--- config.mk ---
export PLATFORM = sky130hd
export DESIGN_NAME = uart_rx_frame
export DESIGN_NICKNAME = d
export VERILOG_FILES = /design/src/rtl/uart_rx_frame.sv
export SDC_FILE = /design/constraint.sdc
export NUM_CORES = 1
export LEC_CHECK = 0
export CORE_UTILIZATION = 35
export CTS_CLUSTER_SIZE = 25
export DETAILED_ROUTE_END_ITERATION = 7
export DONT_BUFFER_PORTS = 1
export PLACE_DENSITY = 0.5
export SLEW_MARGIN = 10
export SYNTH_ARGS = -nofsm -noshare
export SYNTH_HDL_FRONTEND = slang
export SYNTH_SLANG_ARGS = --single-unit
--- constraint.sdc ---
create_clock -name clk -period 1.48 [get_ports clk]
set_input_delay 0.148 -clock clk [delete_from_list [all_inputs] [get_ports clk]]
set_output_delay 0.148 -clock clk [all_outputs]
set_load 0.05 [all_outputs]
--- src/rtl/uart_rx_frame.sv ---
// UART receive framer: start-bit detection, mid-bit sampling on bps_clk, and per-character strobes.
// Optional even-parity bit between data and stop is enabled by defining UART_RX_PARITY_EN.
module uart_rx_frame #(
    parameter int DATA_BITS = 8
) (
    input  logic                 clk,
    input  logic                 rst_n,
    input  logic                 rxd,
    input  logic                 bps_clk,
    output logic                 bps_start,
    output logic [DATA_BITS-1:0] rx_data,
    output logic                 rx_valid,
    output logic                 frame_err,
    output logic                 parity_err,
    output logic                 rx_busy
);

    localparam logic [2:0] LAST_BIT = 3'(DATA_BITS - 1);

`ifdef UART_RX_PARITY_EN
    typedef enum logic [2:0] {IDLE, START, DATA, PARITY, STOP} state_t;
`else
    typedef enum logic [2:0] {IDLE, START, DATA, STOP} state_t;
`endif

    state_t               state;
    state_t               state_next;
    logic                 s1;
    logic                 s2;
    logic                 s3;
    logic                 start_edge;
    logic [2:0]           bit_cnt;
    logic [DATA_BITS-1:0] shreg;
    logic                 clr_cnt;
    logic                 shift_en;
    logic                 stop_sample;
`ifdef UART_RX_PARITY_EN
    logic                 par_ld;
    logic                 par_bad;
`endif

    // Only a genuine high-to-low transition starts a frame, so a line stuck low cannot retrigger.
    assign start_edge = s3 && !s2;
    assign rx_busy    = (state != IDLE);

    // NOTE: every combinational output gets a default first so no path leaves it unassigned (no latches).
    always_comb begin
        state_next  = state;
        clr_cnt     = 1'b0;
        shift_en    = 1'b0;
        stop_sample = 1'b0;
`ifdef UART_RX_PARITY_EN
        par_ld      = 1'b0;
`endif
        case (state)
            IDLE: begin
                if (start_edge) state_next = START;
            end
            START: begin
                if (bps_clk) begin
                    if (!s2) begin
                        state_next = DATA;
                        clr_cnt    = 1'b1;
                    end else begin
                        state_next = IDLE;
                    end
                end
            end
            DATA: begin
                if (bps_clk) begin
                    shift_en = 1'b1;
                    if (bit_cnt == LAST_BIT) begin
`ifdef UART_RX_PARITY_EN
                        state_next = PARITY;
`else
                        state_next = STOP;
`endif
                    end
                end
            end
`ifdef UART_RX_PARITY_EN
            PARITY: begin
                if (bps_clk) begin
                    par_ld     = 1'b1;
                    state_next = STOP;
                end
            end
`endif
            STOP: begin
                if (bps_clk) begin
                    stop_sample = 1'b1;
                    state_next  = IDLE;
                end
            end
            default: state_next = IDLE;
        endcase
    end

    // NOTE: sequential state uses non-blocking assignments so every flop samples pre-edge values.
    always_ff @(posedge clk or negedge rst_n) begin
        if (!rst_n) begin
            s1        <= 1'b1;
            s2        <= 1'b1;
            s3        <= 1'b1;
            state     <= IDLE;
            bps_start <= 1'b0;
            bit_cnt   <= 3'd0;
            shreg     <= '0;
            rx_data   <= '0;
            rx_valid  <= 1'b0;
            frame_err <= 1'b0;
        end else begin
            s1        <= rxd;
            s2        <= s1;
            s3        <= s2;
            state     <= state_next;
            bps_start <= (state_next != IDLE);

            if (clr_cnt) begin
                bit_cnt <= 3'd0;
            end else if (shift_en) begin
                bit_cnt <= bit_cnt + 3'd1;
            end

            // LSB arrives first, so shift in from the top.
            if (shift_en) shreg <= {s2, shreg[DATA_BITS-1:1]};

            if (stop_sample) rx_data <= shreg;
            rx_valid  <= stop_sample && s2;
            frame_err <= stop_sample && !s2;
        end
    end

`ifdef UART_RX_PARITY_EN
    always_ff @(posedge clk or negedge rst_n) begin
        if (!rst_n) begin
            par_bad    <= 1'b0;
            parity_err <= 1'b0;
        end else begin
            if (clr_cnt) begin
                par_bad <= 1'b0;
            end else if (par_ld) begin
                par_bad <= s2 ^ (^shreg);
            end
            parity_err <= stop_sample && s2 && par_bad;
        end
    end
`else
    assign parity_err = 1'b0;
`endif

endmodule
# [Word-level counts from Yosys, hierarchy flattened]
# Index checks and enable logic that the tools add are counted.
[word_totals] register_bits=28 input_bits=4 wordCells=38
[classes] n_addsub=1 n_eq_ne=4 mux=15 n_reduce_logical=8
[op_table] op="2-to-1 mux 3 bit" count=7
[op_table] op="one-hot mux 3 bit (4 select lines)" count=1
[op_table] op="== test 3 x 2 -> 1 bit (second input constant)" count=2
[op_table] op="2-to-1 mux 1 bit" count=6
[op_table] op="nonzero test 3 bit" count=2
[op_table] op="adder 3 x 1 -> 3 bit (second input constant)" count=1
[op_table] op="== test 3 x 1 -> 1 bit (second input constant)" count=1
[op_table] op="== test 3 bit (second input constant)" count=1
[op_table] op="logical AND 1 bit" count=3
[op_table] op="zero test 3 bit" count=1
[op_table] op="2-to-1 mux 2 bit" count=1
[op_table] op="nonzero test 2 bit" count=1
[op_table] op="zero test 1 bit" count=1

# [Logic depth before layout (Yosys ltp)]
# Gate-level depths: netlist of the first run.
[depth] word_depth=5 ltp_mapped=4

# [Least setup slack after synthesis of the first run]
# Ideal clock, no wire load.
[synth_path] path_type="reg2reg" start="register state[2]" end="register shreg[1]" setup_ns=0.125 t_arrival_ns=1.194 t_required_ns=1.355 path_slack_ns=0.160 stages_incl_launch_ff=4 path_buffers=1 period_less_slack_ns=1.320 path_cell_list="dfrtp_1 and4bb_4 buf_12 mux2_4"
[synth_via] elab_chain_cells=2
[synth_lines] item="from (decl)" line="26" text="state_t state;"
[synth_lines] item="from (signal assigned)" line="116" text="state <= state_next;"
[synth_lines] item="== test 3 x 2 -> 1 bit" line="55" text="case (state)"
[synth_lines] item="2-to-1 mux 1 bit" line="55"
[synth_lines] item="to (signal assigned)" line="126" text="if (shift_en) shreg <= {s2, shreg[DATA_BITS-1:1]};"
[synth_lines] item="to (decl)" line="33" text="logic [DATA_BITS-1:0] shreg;"
# No other way between the ends.
# A chain may end at the register's enable or synchronous reset.

# [Worst setup path after layout of the first run]
[layout_path] start="register state[2]" end="output rx_busy"
[layout_via] elab_chain_cells=1
[layout_lines] item="nonzero test 3 bit" line="44" text="assign rx_busy = (state != IDLE);"
[layout_lines] item="to (decl)" line="15" text="output logic rx_busy"
# No other way between the ends.

==> results of run 1 <==
## timing repair
action | 4_1_cts | 5_1_grt
hold endpoints to repair | 29 | 0
gates cloned | 0 | 0
hold buffers | 3 | 0
endpoints found under the setup margin | 1 | 4
buffers inserted | 1 | 0
gates resized for setup | 2 | 2
pin swaps | 1 | 0
## cell families (layout without fill, tap and decap cells)
| family | Yosys count | after routing | synth area share, % |
|---|---|---|---|
| XOR/XNOR | 1 | 1 | 0.785 |
| other | 1 | 2 | 0.336 |
| AND/OR/NAND/NOR | 14 | 14 | 8.41 |
| AO/OA/AOI/OAI | 3 | 3 | 1.68 |
| flip-flops | 28 | 28 | 63.1 |
| buffers and inverters | 4 | 20 | 3.14 |
| multiplexers | 18 | 18 | 20.3 |
| adder cells (fa/ha/maj) | 2 | 2 | 2.24 |
## area by class of cell
| cell class | count | area share (%) |
|---|---|---|
| clock buffers | 4 | 2.74 |
| flip-flops and latches | 28 | 53.2 |
| well taps | 44 | 4.16 |
| inverters | 2 | 0.567 |
| repair buffers | 14 | 9.83 |
| multi-input cells | 40 | 29.5 |
## flip-flops by register name (all words and copies together) (netlist names)
name and flops:
s1 1, state 3, bit_cnt 3, frame_err 1, shreg 8, bps_start 1, rx_data 8, rx_valid 1
s3 1, s2 1
## metal layers
| layer | global-route usage [%] | vias up | wire [um] |
|---|---|---|---|
| met3 | 4.62 | 2 | 66 |
| met2 | 16.9 | 13 | 750 |
| met4 | 2.04 | 0 | 16 |
| met1 | 14.6 | 292 | 792 |
| met5 | 0 | - | 0 |
| li1 | - | 283 | - |
## metrics by stage
step | utilization, % | hold slack (ns)
3_5_place_dp | 40.4 | -0.147
5_1_grt | 43.7 | 0.0429
2_1_floorplan | - | -0.148
6_report | 43.7 | 0.0464
4_1_cts | 43.4 | 0.0747
3_3_place_gp | 40.4 | -0.147
## worst max-delay path by stage
stage	startpoint	end	depth (start not counted)
floorplan	state[2]$_DFF_PN0_	shreg[1]$_DFFE_PN0P_	3
global placement	state[2]$_DFF_PN0_	shreg[0]$_DFFE_PN0P_	2
detailed placement	state[1]$_DFF_PN0_	bps_start$_DFF_PN0_	3
CTS	state[0]$_DFF_PN0_	rx_busy	2
global route	state[2]$_DFF_PN0_	rx_busy	2
finish	state[2]$_DFF_PN0_	rx_busy	2
## cells in the mapped netlist, types with 2 or more instances
library cell | n | share of area (%)
dfrtp_1 | 25 | 56
mux2_2 | 9 | 9.1
mux2_4 | 7 | 9.4
nor2_1 | 7 | 2.4
dfstp_2 | 3 | 7.1
a21oi_1 | 2 | 0.90
ha_1 | 2 | 2.2
inv_1 | 2 | 0.67
mux2i_1 | 2 | 1.8
## power groups by stage
| stage | sequential [mW] | clock [mW] | combinational [mW] |
|---|---|---|---|
| 6_report | 0.818 | 0.362 | 0.0949 |
| 4_1_cts | 0.818 | 0.382 | 0.0945 |
| 3_5_place_dp | 0.832 | 0 | 0.0633 |
| 3_3_place_gp | 0.831 | 0 | 0.0615 |
| 2_1_floorplan | 0.830 | 0 | 0.0526 |
| 5_1_grt | 0.821 | 0.408 | 0.106 |
## worst max-delay path, cell delays in order (launching register included)
cell     delay (ns)
dfrtp_1        0.42
buf_6          0.12
or3_4          0.45
==> run_results.csv, run 1 <==
group,metric,value,unit
status,status,"complete, no violations",
detailed_routing,dr.pass1.iters,3,
floorplanning,ioPinCount,17,
timing,finalCriticalPeriod,1.46,ns
worst_setup_path,cp_max_fo,3,
placement,placed_cell_area,1220,um2
cells_and_area,final_cells,132,
pwr,peakVddDrop,727,uV
detailed_routing,avgRoutedWirePerCell,12.3,um
synthesis,synth_cell_types,21,
clocking,cts.path.max_buffers,2,
floorplanning,rows,20,
detailed_routing,wirelength,1.63,mm
synthesis,synthArstFlopShare,100,%
hold_path,min_path_cells,3,
cells_and_area,multi_input_comb_area,390,um2
pwr,p_seq_share,64.2,%
pwr,power.density,963,nW/um2
clocking,clock-root-buffer,"clkbuf_4",
synthesis,synth_seq_cells,28,
timing,min_period_over_period,98.7,%
timing,timing.final.hold_violations,0,
timing,worstMarginPinSlew,0.513,ns
cells_and_area,fill_cells,287,
worst_setup_path,crit_type,"flip-flop to primary output",
worst_setup_path,reg2reg_from,"state[2]$_DFF_PN0_",
pwr,finalPower,1.27,mW
synthesis,synthFlopType,"dfrtp_1",
timing,worst_slack,0.0193,ns
synthesis,ys.warnings.count,0,
cells_and_area,antenna_cells,0,
timing,final-max-slew-violation-count,0,
worst_setup_path,cp-end-kind,"primary output",
grt,antenna_found_initial,0,
clocking,clock_latency,0.32,ns
hold_path,hold_start,"bps_clk",
pwr,power_frac_clock,28.4,%
timing,max_freq,685,MHz
synthesis,synthCells,71,
placement,place_inst,124,
grt,track_usage,10.9,%
detailed_routing,antenna_left,0,
grt,grt_remaining_overflow,0,
placement,dp_hpwl,1.10,mm
hold_path,hold_path.class,"input pin to flip-flop",
detailed_routing,vias,590,
grt,grt_pass1_wl,2.75,mm
pwr,combPwrFrac,7.4,%
synthesis,synth_seq_area_share,63.1,%
clocking,clock_sinks,28,
floorplanning,initial_utilization,36.9,%
timing,final-setup-viol-count,0,
timing,timing.slew.headroom,65.5,%
floorplanning,die_x,58.5,um
cells_and_area,area_growth,18.6,%
cells_and_area,final_common_cell,"dfrtp_1",
pwr,p_int,987,uW
worst_setup_path,r2r_end,"shreg[0]$_DFFE_PN0P_",
job,cap_violations,0,
detailed_routing,post_drt_via_cell_ratio,4.47,
hold_path,min_to,"state[0]$_DFF_PN0_",
grt,grt_pass1_vias,573,
worst_setup_path,reg2regPathDepth,2,
cells_and_area,postLayoutCellArea,1320,um2
cells_and_area,final_cell_mix,"25 x dfrtp_1, 9 x mux2_2, 9 x buf_4, 7 x nor2_1, 7 x mux2_4",
clocking,cts_tree,"done",
detailed_routing,dr.first_iter.drc_count,5,
timing,finClkSkew,0.00646,ns
placement,port_buffers,0,
worst_setup_path,start_kind,"flip-flop",
clocking,h-tree-depth,1,
clocking,cts_made_buffers,3,
worst_setup_path,r2r_slack,0.09,ns
floorplanning,core_area,3030,um2
pwr,leakagePower,0.666,nW
timing,tns,0,ns
worst_setup_path,cp.required,1.33,ns
placement,place.gp.congestion,0.623,
worst_setup_path,worstPathArrival,1.31,ns
pwr,swShare,22.6,%
cells_and_area,drive_gt1_share,44.3,%
pwr,p_sw,288,uW
synthesis,syn-cell-area,1120,um2
synthesis,syn_area_per_cell,15.7,um2
detailed_routing,drc,0,
floorplanning,fp.dieH,58.5,um
clocking,clk_pin_slew,0.14,ns
timing,rsz0062_at_grt,"yes",
placement,post-place-ws,0.109,ns
cells_and_area,register_area,704,um2
grt,grt_max_degree,29,
synthesis,synth_edf_count,0,
cells_and_area,nets,95,
floorplanning,dieArea,3420,um2
Note: power is estimated with default switching activity, not from simulation.
==> run 2, diff against run 1 <==
--- a/config.mk
+++ b/config.mk
@@ -6,5 +6,7 @@
 export NUM_CORES = 1
 export LEC_CHECK = 0
+export CAP_MARGIN = 20
 export CORE_UTILIZATION = 35
+export CTS_BUF_LIST = sky130_fd_sc_hd__clkbuf_8 sky130_fd_sc_hd__clkbuf_16
 export CTS_CLUSTER_SIZE = 25
 export DETAILED_ROUTE_END_ITERATION = 7
==> constraint.sdc (replaced) <==
create_clock -name clk -period 1.48 [get_ports clk]
set_input_delay 0.444 -clock clk [delete_from_list [all_inputs] [get_ports clk]]
set_output_delay 0.444 -clock clk [all_outputs]
set_load 0.05 [all_outputs]
==> run 2 against run 1 <==
Against the previous run:
- the run now ends with negative setup slack left
- critical path depth decreased by 1
- hold slack gained 0.12 ns
- maximum frequency shrank 7.5%
- die area did not move
- clock skew is 0.0044 ns lower
- flip-flop and latch count is the same
- critical endpoint unchanged
- largest cell class unchanged
- largest power group unchanged
- highest routed layer unchanged
==> run_results.csv, run 2 (same netlist as run 1, synthesis figures left out) <==
group,metric,value,unit
status,status,"complete, but fails checks",
status,violations,"negative setup slack",
clocking,cts.path.max_buffers,2,
detailed_routing,post_drt_via_cell_ratio,4.61,
grt,antenna_found_initial,0,
cells_and_area,top_regs,"rx_data: 8 flops, shreg: 8 flops",
grt,grt_pass1_wl,2.94,mm
cells_and_area,final_common_cell,"dfrtp_1",
worst_setup_path,crit_family,"simple AND/OR/NAND/NOR gates",
floorplanning,dieArea,3420,um2
pwr,peakVddDrop,626,uV
detailed_routing,wirelength,1.77,mm
worst_setup_path,start_kind,"flip-flop",
cells_and_area,final_cell_mix,"24 x dfrtp_1, 9 x mux2_2, 7 x nor2_1, 7 x mux2_4, 7 x buf_4",
pwr,power.density,1020,nW/um2
pwr,leakagePower,0.665,nW
floorplanning,ioPinCount,17,
detailed_routing,avgRoutedWirePerCell,13.8,um
grt,grt_max_degree,29,
timing,timing.final.hold_violations,0,
clocking,clock_latency,0.27,ns
cells_and_area,drive_gt1_share,45.9,%
floorplanning,core_area,3030,um2
cells_and_area,register_area,706,um2
worst_setup_path,crit_type,"flip-flop to primary output",
cells_and_area,multi_input_comb_area,405,um2
detailed_routing,dr.pass1.iters,2,
timing,rsz0062_at_grt,"yes",
timing,hold_slack,0.162,ns
cells_and_area,fill_cells,278,
grt,grt_pass1_vias,647,
timing,final-setup-viol-count,1,
floorplanning,rows,20,
floorplanning,fp.dieH,58.5,um
placement,port_buffers,0,
cells_and_area,postLayoutCellArea,1340,um2
timing,finClkSkew,0.00203,ns
clocking,cts_made_buffers,3,
worst_setup_path,path_cells,"or3_4",
placement,dp_hpwl,1.06,mm
job,cap_violations,0,
floorplanning,die_x,58.5,um
placement,place_inst,117,
detailed_routing,drc,0,
placement,place.gp.congestion,0.667,
detailed_routing,dr.first_iter.drc_count,6,
timing,max_freq,633,MHz
clocking,clock_sinks,28,
detailed_routing,vias,595,
worst_setup_path,cp_max_fo,2,
worst_setup_path,crit_buf_inv,0,
worst_setup_path,worstPathArrival,1.14,ns
worst_setup_path,cp.required,1.04,ns
cells_and_area,final_cells,129,
timing,worst_slack,-0.0991,ns
cells_and_area,antenna_cells,0,
worst_setup_path,cp-end-kind,"primary output",
clocking,h-tree-depth,1,
grt,grt_remaining_overflow,0,
timing,finalCriticalPeriod,1.58,ns
clocking,clk_pin_slew,0.09,ns
cells_and_area,area_growth,20.3,%
clocking,clock-root-buffer,"clkbuf_8",
timing,final-max-slew-violation-count,0,
floorplanning,initial_utilization,36.9,%
timing,min_period_over_period,107,%
clocking,cts_tree,"done",
grt,track_usage,11.8,%
cells_and_area,nets,92,
worst_setup_path,cp_slowest_cell,"or3_4",
placement,placed_cell_area,1170,um2
worst_setup_path,slowest_delay,0.46,ns
detailed_routing,antenna_left,0,
hold_path,hold_path.class,"input pin to flip-flop",
run 2: cell types whose count changed in the layout (fill, tap and decap cells not counted), sizes merged:
cell	before	now
buf	12	10
dlygate4sd3	2	1
run 2: layout make-up:
type	instances	share of cell area, %
flip-flops and latches	28	52.6
multi-input cells	40	30.2
repair buffers	11	8.48
clock buffers	4	4.10
well taps	44	4.10
inverters	2	0.559
run 2: layer usage:
metal	share of wire, %	routed length [um]	track usage [%]
met5	0	0	0
met4	1.5	27	4.08
met3	6.1	108	5.05
met2	49	862	18.7
met1	44	776	14.6
run 2: repair_timing:
item	CTS	global route
setup buffers	4	2
hold buffers	2	0
endpoints found under the hold margin	28	0
endpoints found under the setup margin	1	22
resized for setup	1	4
pin swaps	1	1
run 2: per-stage QoR:
stage          power [mW]  setup WS (ns)  utilization, %  TNS (ns)
2_1_floorplan       0.884          0.129               -         0
3_3_place_gp        0.892         0.0657            38.8         0
3_5_place_dp        0.892         0.0426            38.8         0
4_1_cts              1.40         -0.114            42.6    -0.127
5_1_grt              1.44         -0.139            44.3    -0.196
6_report             1.37        -0.0991            44.3   -0.0991
run 2: final timing paths:
kind	slack [ns]	endpoint	startpoint	cells past startpoint
setup reg to reg	0.04	bps_start$_DFF_PN0_	state[1]$_DFF_PN0_	5
min in group asynchronous	0.60	rx_valid$_DFF_PN0_	rst_n	2
max in group asynchronous	0.65	s1$_DFF_PN1_	rst_n	2
hold / removal	0.16	s1$_DFF_PN1_	rxd	0
hold reg to reg	0.36	s2$_DFF_PN1_	s1$_DFF_PN1_	0
setup / recovery	-0.1	rx_busy	state[1]$_DFF_PN0_	1
run 2: power by group:
part           switching, mW  internal (mW)  leakage [nW]
clock                  0.220          0.238        0.0288
sequential            0.0238          0.791         0.374
combinational         0.0538         0.0445         0.261
run 2: worst register-to-register path: stages (launching register included):
cell and delay [ns]:
dfrtp_2 0.41, buf_4 0.16, and4bb_4 0.21, buf_12 0.15, a221oi_2 0.29, a21oi_1 0.11
